### config.mk
export PLATFORM = sky130hd
export DESIGN_NAME = mm_vector_sequencer_flat
export DESIGN_NICKNAME = d
export VERILOG_FILES = /design/src/rtl/mm_test_pkg.sv /design/src/rtl/mm_vector_sequencer_if.sv /design/src/rtl/mm_vector_sequencer.sv /design/src/flat_wrapper.sv
export SDC_FILE = /design/constraint.sdc
export NUM_CORES = 1
export LEC_CHECK = 0
export ABC_AREA = 1
export ABC_CLOCK_PERIOD_IN_PS = 1800
export CORE_UTILIZATION = 40
export DETAILED_ROUTE_END_ITERATION = 10
export PLACE_DENSITY = 0.75
export SLEW_MARGIN = 20
export SYNTH_ARGS = -nofsm -noshare
export SYNTH_HDL_FRONTEND = slang
export SYNTH_SLANG_ARGS = --single-unit
### constraint.sdc
create_clock -name clock -period 1.8 [get_ports clock]
set_input_delay 0.54 -clock clock [delete_from_list [all_inputs] [get_ports clock]]
set_output_delay 0.54 -clock clock [all_outputs]
set_load 0.02 [all_outputs]
### src/rtl/mm_test_pkg.sv
// Shared constants for the TPM management-module test sequencer: op-state codes,
// TPM response codes, the "don't compare state" marker and the sequencer state encoding.
package mm_test_pkg;

    localparam logic [2:0] OP_POWER_OFF   = 3'd0;
    localparam logic [2:0] OP_INITIALIZED = 3'd1;
    localparam logic [2:0] OP_STARTUP     = 3'd2;
    localparam logic [2:0] OP_OPERATIONAL = 3'd3;
    localparam logic [2:0] OP_SELF_TEST   = 3'd4;
    localparam logic [2:0] OP_FAILURE     = 3'd5;
    localparam logic [2:0] OP_SHUTDOWN    = 3'd6;

    localparam logic [2:0] ST_DONTCARE    = 3'b111;

    localparam logic [31:0] TPM_RC_SUCCESS    = 32'h0000_0000;
    localparam logic [31:0] TPM_RC_BAD_TAG    = 32'h0000_001E;
    localparam logic [31:0] TPM_RC_INITIALIZE = 32'h0000_0100;
    localparam logic [31:0] TPM_RC_FAILURE    = 32'h0000_0101;

    localparam logic [2:0] SEQ_IDLE      = 3'd0;
    localparam logic [2:0] SEQ_FETCH     = 3'd1;
    localparam logic [2:0] SEQ_LOAD      = 3'd2;
    localparam logic [2:0] SEQ_FIRE      = 3'd3;
    localparam logic [2:0] SEQ_SETTLE    = 3'd4;
    localparam logic [2:0] SEQ_CHECK     = 3'd5;
    localparam logic [2:0] SEQ_WAIT_STEP = 3'd6;
    localparam logic [2:0] SEQ_DONE      = 3'd7;

    // A vector passes when the response code matches and the state matches or is masked.
    function automatic logic vector_passes(input logic [31:0] rc, input logic [31:0] exp_rc,
                                           input logic [2:0] st, input logic [2:0] exp_st);
        return (rc == exp_rc) && ((exp_st == ST_DONTCARE) || (st == exp_st));
    endfunction

endpackage

### src/rtl/mm_vector_sequencer_if.sv
// Vector-table read port and management-module command/response bus of the sequencer.
interface mm_vector_sequencer_if #(
    parameter int NUM_VECTORS = 16
);
    localparam int AW = $clog2(NUM_VECTORS);

    logic          vec_rd;
    logic [AW-1:0] vec_addr;
    logic [31:0]   vec_cc;
    logic [32:0]   vec_param;
    logic [31:0]   vec_exp_rc;
    logic [2:0]    vec_exp_state;

    logic [31:0]   dut_cc;
    logic [32:0]   dut_param;
    logic          dut_start_n;
    logic [31:0]   dut_rc;
    logic [2:0]    dut_state;

    modport master (
        output vec_rd, vec_addr, dut_cc, dut_param, dut_start_n,
        input  vec_cc, vec_param, vec_exp_rc, vec_exp_state, dut_rc, dut_state
    );

    modport slave (
        input  vec_rd, vec_addr, dut_cc, dut_param, dut_start_n,
        output vec_cc, vec_param, vec_exp_rc, vec_exp_state, dut_rc, dut_state
    );
endinterface

### src/rtl/mm_vector_sequencer.sv
// Walks the command-vector table, fires each vector into the management module,
// and scores the returned response code / op-state against the expected values.
module mm_vector_sequencer
    import mm_test_pkg::*;
#(
    parameter int  NUM_VECTORS   = 16,
    parameter int  SETTLE_CYCLES = 8,
    localparam int AW            = $clog2(NUM_VECTORS),
    localparam int CW            = $clog2(NUM_VECTORS + 1)
) (
    input  logic                 clock,
    input  logic                 reset_n,
    input  logic                 start,
    input  logic                 step_mode,
    input  logic                 step,
    mm_vector_sequencer_if.master bus,
    output logic                 busy,
    output logic                 done,
    output logic [AW-1:0]        cur_idx,
    output logic [CW-1:0]        pass_count,
    output logic [CW-1:0]        fail_count,
    output logic                 first_fail_vld,
    output logic [AW-1:0]        first_fail_idx
);

    localparam int SW = $clog2(SETTLE_CYCLES + 1);

    logic [2:0]    state;
    logic [AW-1:0] idx;
    logic [SW-1:0] settle_cnt;
    logic [31:0]   exp_rc;
    logic [2:0]    exp_state;
    logic [31:0]   cc_q;
    logic [32:0]   param_q;

    // NOTE: strobes are decoded straight from the registered state; no latch, and they
    // take their reset values the moment reset_n falls.
    assign bus.vec_rd      = (state == SEQ_FETCH);
    assign bus.vec_addr    = idx;
    assign bus.dut_start_n = (state != SEQ_FIRE);
    assign bus.dut_cc      = cc_q;
    assign bus.dut_param   = param_q;

    assign busy    = (state != SEQ_IDLE) && (state != SEQ_DONE);
    assign done    = (state == SEQ_DONE);
    assign cur_idx = idx;

    always_ff @(posedge clock or negedge reset_n) begin
        if (!reset_n) begin
            state          <= SEQ_IDLE;
            idx            <= '0;
            settle_cnt     <= '0;
            exp_rc         <= '0;
            exp_state      <= '0;
            cc_q           <= '0;
            param_q        <= '0;
            pass_count     <= '0;
            fail_count     <= '0;
            first_fail_vld <= 1'b0;
            first_fail_idx <= '0;
        end else begin
            case (state)
                SEQ_IDLE, SEQ_DONE: begin
                    if (start) begin
                        pass_count     <= '0;
                        fail_count     <= '0;
                        first_fail_vld <= 1'b0;
                        first_fail_idx <= '0;
                        idx            <= '0;
                        state          <= SEQ_FETCH;
                    end
                end
                SEQ_FETCH: state <= SEQ_LOAD;
                SEQ_LOAD: begin
                    cc_q      <= bus.vec_cc;
                    param_q   <= bus.vec_param;
                    exp_rc    <= bus.vec_exp_rc;
                    exp_state <= bus.vec_exp_state;
                    state     <= SEQ_FIRE;
                end
                SEQ_FIRE: begin
                    settle_cnt <= '0;
                    state      <= SEQ_SETTLE;
                end
                SEQ_SETTLE: begin
                    if (settle_cnt == SW'(SETTLE_CYCLES - 1)) begin
                        state <= SEQ_CHECK;
                    end else begin
                        settle_cnt <= settle_cnt + 1'b1;
                    end
                end
                SEQ_CHECK: begin
                    if (vector_passes(bus.dut_rc, exp_rc, bus.dut_state, exp_state)) begin
                        if (pass_count != CW'(NUM_VECTORS)) pass_count <= pass_count + 1'b1;
                    end else begin
                        if (fail_count != CW'(NUM_VECTORS)) fail_count <= fail_count + 1'b1;
                        if (!first_fail_vld) begin
                            first_fail_vld <= 1'b1;
                            first_fail_idx <= idx;
                        end
                    end
                    if (idx == AW'(NUM_VECTORS - 1)) begin
                        state <= SEQ_DONE;
                    end else if (step_mode) begin
                        state <= SEQ_WAIT_STEP;
                    end else begin
                        idx   <= idx + 1'b1;
                        state <= SEQ_FETCH;
                    end
                end
                SEQ_WAIT_STEP: begin
                    // Dropping step_mode while paused resumes the run without a step pulse.
                    if (step || !step_mode) begin
                        idx   <= idx + 1'b1;
                        state <= SEQ_FETCH;
                    end
                end
                default: state <= SEQ_IDLE;
            endcase
        end
    end

endmodule

### src/flat_wrapper.sv
// flat-port wrapper written by rule: the top's interface ports become plain ports
module mm_vector_sequencer_flat import mm_test_pkg::*;
#(
    parameter int  NUM_VECTORS   = 16,
    parameter int  SETTLE_CYCLES = 8,
    localparam int AW            = $clog2(NUM_VECTORS),
    localparam int CW            = $clog2(NUM_VECTORS + 1)
)
  (clock, reset_n, start, step_mode, step, busy, done, cur_idx, pass_count, fail_count, first_fail_vld, first_fail_idx, bus_vec_rd, bus_vec_addr, bus_dut_cc, bus_dut_param, bus_dut_start_n, bus_vec_cc, bus_vec_param, bus_vec_exp_rc, bus_vec_exp_state, bus_dut_rc, bus_dut_state);
  mm_vector_sequencer_if #(.NUM_VECTORS(NUM_VECTORS)) bus_i ();
  input  logic clock;
  input  logic reset_n;
  input  logic start;
  input  logic step_mode;
  input  logic step;
  output logic busy;
  output logic done;
  output logic [AW-1:0] cur_idx;
  output logic [CW-1:0] pass_count;
  output logic [CW-1:0] fail_count;
  output logic first_fail_vld;
  output logic [AW-1:0] first_fail_idx;
  output wire logic [$bits(bus_i.vec_rd)-1:0] bus_vec_rd;
  output wire logic [$bits(bus_i.vec_addr)-1:0] bus_vec_addr;
  output wire logic [$bits(bus_i.dut_cc)-1:0] bus_dut_cc;
  output wire logic [$bits(bus_i.dut_param)-1:0] bus_dut_param;
  output wire logic [$bits(bus_i.dut_start_n)-1:0] bus_dut_start_n;
  input wire logic [$bits(bus_i.vec_cc)-1:0] bus_vec_cc;
  input wire logic [$bits(bus_i.vec_param)-1:0] bus_vec_param;
  input wire logic [$bits(bus_i.vec_exp_rc)-1:0] bus_vec_exp_rc;
  input wire logic [$bits(bus_i.vec_exp_state)-1:0] bus_vec_exp_state;
  input wire logic [$bits(bus_i.dut_rc)-1:0] bus_dut_rc;
  input wire logic [$bits(bus_i.dut_state)-1:0] bus_dut_state;
  assign bus_vec_rd = bus_i.vec_rd;
  assign bus_vec_addr = bus_i.vec_addr;
  assign bus_dut_cc = bus_i.dut_cc;
  assign bus_dut_param = bus_i.dut_param;
  assign bus_dut_start_n = bus_i.dut_start_n;
  assign bus_i.vec_cc = bus_vec_cc;
  assign bus_i.vec_param = bus_vec_param;
  assign bus_i.vec_exp_rc = bus_vec_exp_rc;
  assign bus_i.vec_exp_state = bus_vec_exp_state;
  assign bus_i.dut_rc = bus_dut_rc;
  assign bus_i.dut_state = bus_dut_state;
  mm_vector_sequencer #(.NUM_VECTORS(NUM_VECTORS), .SETTLE_CYCLES(SETTLE_CYCLES)) u_core (.clock(clock), .reset_n(reset_n), .start(start), .step_mode(step_mode), .step(step), .bus(bus_i), .busy(busy), .done(done), .cur_idx(cur_idx), .pass_count(pass_count), .fail_count(fail_count), .first_fail_vld(first_fail_vld), .first_fail_idx(first_fail_idx));
endmodule
==> metrics.txt, run 1 <==
status finished, violations left; critical path data required time 1.26 ns; crit-path max FO 3; max-slew violation count 0; Worst slew margin 77.5%; Initial Util 41.4%; Clock Pin Slew Worst Setup and Hold Paths 0.05 ns; RSZ-0062 raised after global routing yes; Setup Viol. Count Final 8; Final Cycle Share 110%; Synth warnings 0; setup slack after layout -0.181 ns; via count 4935; layout cells sized above 1 23.4%; DIE WIDTH 123 µm; Final ANT Viol Nets 0; clk root buf clkbuf_16; wl on met1 5960 µm; port buffer count 231; I/O Pins 232; drt pass-1 iters 4; Peak VDD IR 1.08 mV; endpoint type of the worst setup path output port; Cell Pwr Density 1620 nW/µm²; largest net degree at the start of global routing 68; first-pass GRT wire length 24800 µm; H-tree Lvls 4; initial antenna violation count 0; commonest cells after routing, fill and taps aside clkdlybuf4s50_1, dfrtp_1, nand2_1; Finished Layout Cells 1027; Crit Path Class reg2out; row count 43; CTS tree built; synthesized area per cell 10.4 µm²; Top Layer Used met4; Final nets 980; sequential fraction of the synthesis area 54.2%; post-synth cell types 28; most common cell after layout, fill and taps aside clkdlybuf4s50_1; fillers 1099; placed inst area 8500 µm²; Sequential cell area 3160 µm²; top_reg_cell synth dfrtp_1; Max Cap Violations 0; post-DP HPWL 11300 µm; Num CTS Buffers 17; Sink Count 126; maximum clock rate 505 MHz; DRT iter0 DRCs 191; ys async rst share 100%; drt drc 0; Setup Skew 0.00705 ns; met3 routed WL 1330 µm; Post-synth EDFFs 0; Multi-input gate area 2490 µm²; area delta synth->final 58.9%; Clock Latency Late Sink 0.41 ns; routability congestion estimate 0.840; failing checks negative setup slack; Worst Tran Pin Value 0.336 ns; critical path startpoint category flip-flop; met2 wire length 8090 µm; die area 15000 µm²; Final Power 15000 µW; drt via density 4.81; Synthesized Nets 708; area share of the largest cell type after synthesis 54.2%; routed wire length 15700 µm; area leader, netlist dfrtp_1; gr usage total 21.8%; top cells by area, synth dfrtp_1, mux2_2, nand2_1; Hold Vio Cnt, Final 0; Avg WL per Cell 15.3 µm; placed insts 980; final instance area 9250 µm²; Pleak 0.00435 µW; Final Critical Period 1.98 ns; DIE HEIGHT 123 µm; Core Region 14000 µm²; vias in the first global route 5308; total grt overflow 0; Max clock buf depth 2; Diodes inserted 0; CP arrival 1.44 ns; Mapped Area 5820 µm²; Syn Inst Count 562; worst hold path class reg2reg; Seq cells post-synth 126
## worst max-delay path, stage by stage, from the launching register on
cell and delay [ns]:
dfrtp_1 0.39, buf_6 0.13, buf_6 0.11, nor3_4 0.19
nor2_2 0.08, buf_6 0.13
## power breakdown
part	switching [µW]	internal, µW	leakage, µW
registers	753	4120	0.00151
clock network	1240	2030	0.000268
logic	3490	3320	0.00257
## cell usage after synthesis, drive strengths merged (3+ instances only)
cell / count
ha: 6
o21ai: 11
inv: 59
buf: 18
nand4: 12
xnor2: 19
nand3: 29
a21oi: 19
nor3: 3
xor2: 6
nor2: 54
mux2: 84
dfrtp: 126
nand2: 112
## cell type report
cell class | count | area share (%)
Inverter | 59 | 2.45
Clock buffer | 22 | 4.80
Tap cell | 180 | 2.44
Sequential cell | 126 | 34.1
Clock inverter | 10 | 1.26
Timing Repair Buffer | 272 | 28.0
Multi-Input combinational cell | 358 | 27.0
## final timing paths
check	slack (ns)	depth (start not counted)	endpoint	startpoint
setup reg to reg	-0.02	13	u_core.pass_count[0]	u_core.state[1]
max in group asynchronous	0.71	3	u_core.state[0]	reset_n
setup / recovery	-0.18	5	busy	u_core.state[2]
min in group asynchronous	0.53	2	u_core.exp_state[0]	reset_n
hold reg to reg	0.46	1	u_core.settle_cnt[3]	u_core.settle_cnt[3]
hold / removal	0.46	1	u_core.settle_cnt[3]	u_core.settle_cnt[3]
## logic make-up (layout without fill, tap and decap cells)
kind of cell | count (synthesis) | count (layout) | share of synthesized area, %
AOI/OAI and AO/OA | 32 | 32 | 3.12
xor gates and xnor gates | 25 | 25 | 3.76
adders and majority gates | 6 | 6 | 1.29
buffers and inverters | 78 | 363 | 5.63
DFF | 126 | 126 | 54.2
muxes | 84 | 84 | 16.3
and+or+nand+nor | 211 | 211 | 15.7
## metrics by stage
step	utilization [%]	TNS (ns)	hold WS (ns)	worst slack (ns)
6_report	65.8	-0.492	0.458	-0.181
5_1_grt	65.8	-2.11	0.484	-0.256
4_1_cts	64.4	-0.220	0.462	-0.198
3_5_place_dp	60.5	-7.49	0.415	-0.526
3_3_place_gp	60.5	-6.66	0.413	-0.467
2_1_floorplan	-	0	0.244	0.161
## flip-flops by register name, summed over array words and instances, names as in the netlist
register               count
u_core.pass_count          5
u_core.first_fail_idx      4
u_core.bus.vec_addr        4
u_core.exp_rc             32
u_core.settle_cnt          4
u_core.first_fail_vld      1
u_core.fail_count          5
u_core.exp_state           3
u_core.state               3
u_core.bus.dut_param      33
u_core.bus.dut_cc         32
## what timing repair did
action                                  in CTS  in global routing
endpoints found under the setup margin     106                 33
setup buffers                                6                  8
hold endpoints to repair                    10                  0
gates resized for setup                    125                 48
hold buffers                                 1                  0
gates cloned                                 0                  1
pin swaps                                    1                 11
## layer usage
| layer | track usage [%] | up-vias |
|---|---|---|
| li1 | - | 2367 |
| met1 | 23.7 | 2361 |
| met2 | 37.5 | 176 |
| met3 | 8.83 | 31 |
| met4 | 8.84 | 0 |
| met5 | 0 | - |
Note: power is estimated with default switching activity, not from simulation.
==> run 2, diff against run 1 <==
- SETUP_SLACK_MARGIN: default -> 0.5
==> run 2 against run 1 <==
Against the previous run: the run still ends with negative setup slack left; global-route usage rose by 5.0 points; setup slack improved by 0.032 ns; utilization rose by 14 points; total power rose by 35%; fmax rose by 1.6%; critical path type unchanged; cell area rose by 21%; critical endpoint unchanged; wire length rose by 44%; sequential power rose by 7.6%; flip-flop and latch count did not move.
==> metrics.txt, run 2 (synthesis gave the netlist of run 1 again) <==
placed insts 981; Setup Viol. Count Final 8; drt via density 5.04; Cell Pwr Density 1810 nW/µm²; status finished, violations left; RSZ-0062 raised after global routing yes; max reg flops 33; worst hold path class in2async; vias in the first global route 5816; area delta synth->final 92.0%; crit-path max FO 4; largest net degree at the start of global routing 49; Peak VDD IR 1.30 mV; Worst Tran Pin Value 0.342 ns; I/O Pins 232; port buffer count 231; CTS tree built; row count 43; via count 5652; Hold-fix buffers, CTS 0; commonest cells after routing, fill and taps aside clkdlybuf4s50_1, dfrtp_1, buf_6; clk root buf clkbuf_16; DIE HEIGHT 123 µm; gr usage total 26.8%; endpoint type of the worst setup path output port; fillers 753; DRT iter0 DRCs 271; critical path data required time 1.26 ns; Finished Layout Cells 1122; CP arrival 1.41 ns; Avg WL per Cell 20.2 µm; Initial Util 41.4%; Clock Latency Late Sink 0.42 ns; most common cell after layout, fill and taps aside clkdlybuf4s50_1; DIE WIDTH 123 µm; Setup Skew 0.0138 ns; Final ANT Viol Nets 0; layout cells sized above 1 46.2%; routed wire length 22600 µm; Sink Count 126; total grt overflow 0; die area 15000 µm²; worst r2r src u_core.state[2]; Final Cycle Share 108%; Worst R2R Path Depth 9; H-tree Lvls 4; routability congestion estimate 0.818; Worst slew margin 77.1%; critical path startpoint category flip-flop; Final Critical Period 1.95 ns; first-pass GRT wire length 30000 µm; initial antenna violation count 2; drt drc 0; end of the worst register-to-register path u_core.bus.vec_addr[0]; Max clock buf depth 2; Core Region 14000 µm²; setup slack after layout -0.149 ns; Clock Pin Slew Worst Setup and Hold Paths 0.06 ns; post-DP HPWL 11900 µm; Max Cap Violations 0; FF-to-FF setup slack -0.08 ns; Pleak 0.00549 µW; maximum clock rate 513 MHz; Hold Vio Cnt, Final 0; Num CTS Buffers 17; failing checks negative setup slack; Final Power 20200 µW; Final nets 1075; max-slew violation count 0; drt pass-1 iters 5; Crit Path Class reg2out
[run 2: metal layers]
layer  GRT usage [%]  share of wire [%]  vias up
met2            47.0                 53      238
met3            9.29                7.1       51
met5               0              0.049        -
li1                -                  -     2562
met1            29.9                 37     2799
met4            9.60                2.8        2
[run 2: where the power goes]
part	switching, µW	leakage (µW)	total, µW	internal (µW)
registers	1110	0.00150	5240	4130
clock network	1310	0.000291	3480	2170
logic	4930	0.00370	11500	6550
[run 2: worst max-delay path: stages (launching register included)]
cell and delay (ns):
dfrtp_2 0.44, buf_12 0.14, nor3_4 0.21, nor2_4 0.07, buf_6 0.13
[run 2: how the worst max path moves through the flow]
stage                                    end  cells past startpoint  slack, ns            start
finish                                  busy                      4      -0.15  u_core.state[2]
global route                            busy                      4      -0.19  u_core.state[2]
CTS                                     busy                      4      -0.15  u_core.state[2]
detailed placement      u_core.fail_count[3]                     13      -0.52    bus_dut_rc[0]
global placement        u_core.fail_count[4]                     13      -0.47    bus_dut_rc[0]
floorplan           u_core.first_fail_idx[0]                      7       0.29  u_core.state[1]
[run 2: cell type report]
class	count	area (µm²)	area share, %
Antenna cell	1	2.50	0.0224
Multi-Input combinational cell	360	3140	28.1
Clock inverter	10	113	1.01
Inverter	59	224	2.00
Clock buffer	21	480	4.30
Sequential cell	126	3160	28.3
Tap cell	180	225	2.02
Timing Repair Buffer	365	3820	34.2
[run 2: repair_timing]
action / CTS / global route
pin swaps: 38 / 24
endpoints found under the hold margin: 0 / 0
cloned: 6 / 6
endpoints found under the setup margin: 203 / 218
buffers inserted: 49 / 48
resized for setup: 723 / 91
[run 2: metrics by stage]
stage	hold slack (ns)	utilization [%]	worst slack, ns	TNS [ns]	area [µm²]
floorplan	0.244	-	0.295	0	5860
global placement	0.451	60.9	-0.467	-6.50	8550
detailed placement	0.454	60.9	-0.520	-7.29	8550
CTS	0.00732	73.7	-0.149	-0.221	10300
global route	0.0190	79.6	-0.190	-1.61	11200
finish	0.0153	79.6	-0.149	-0.516	11200
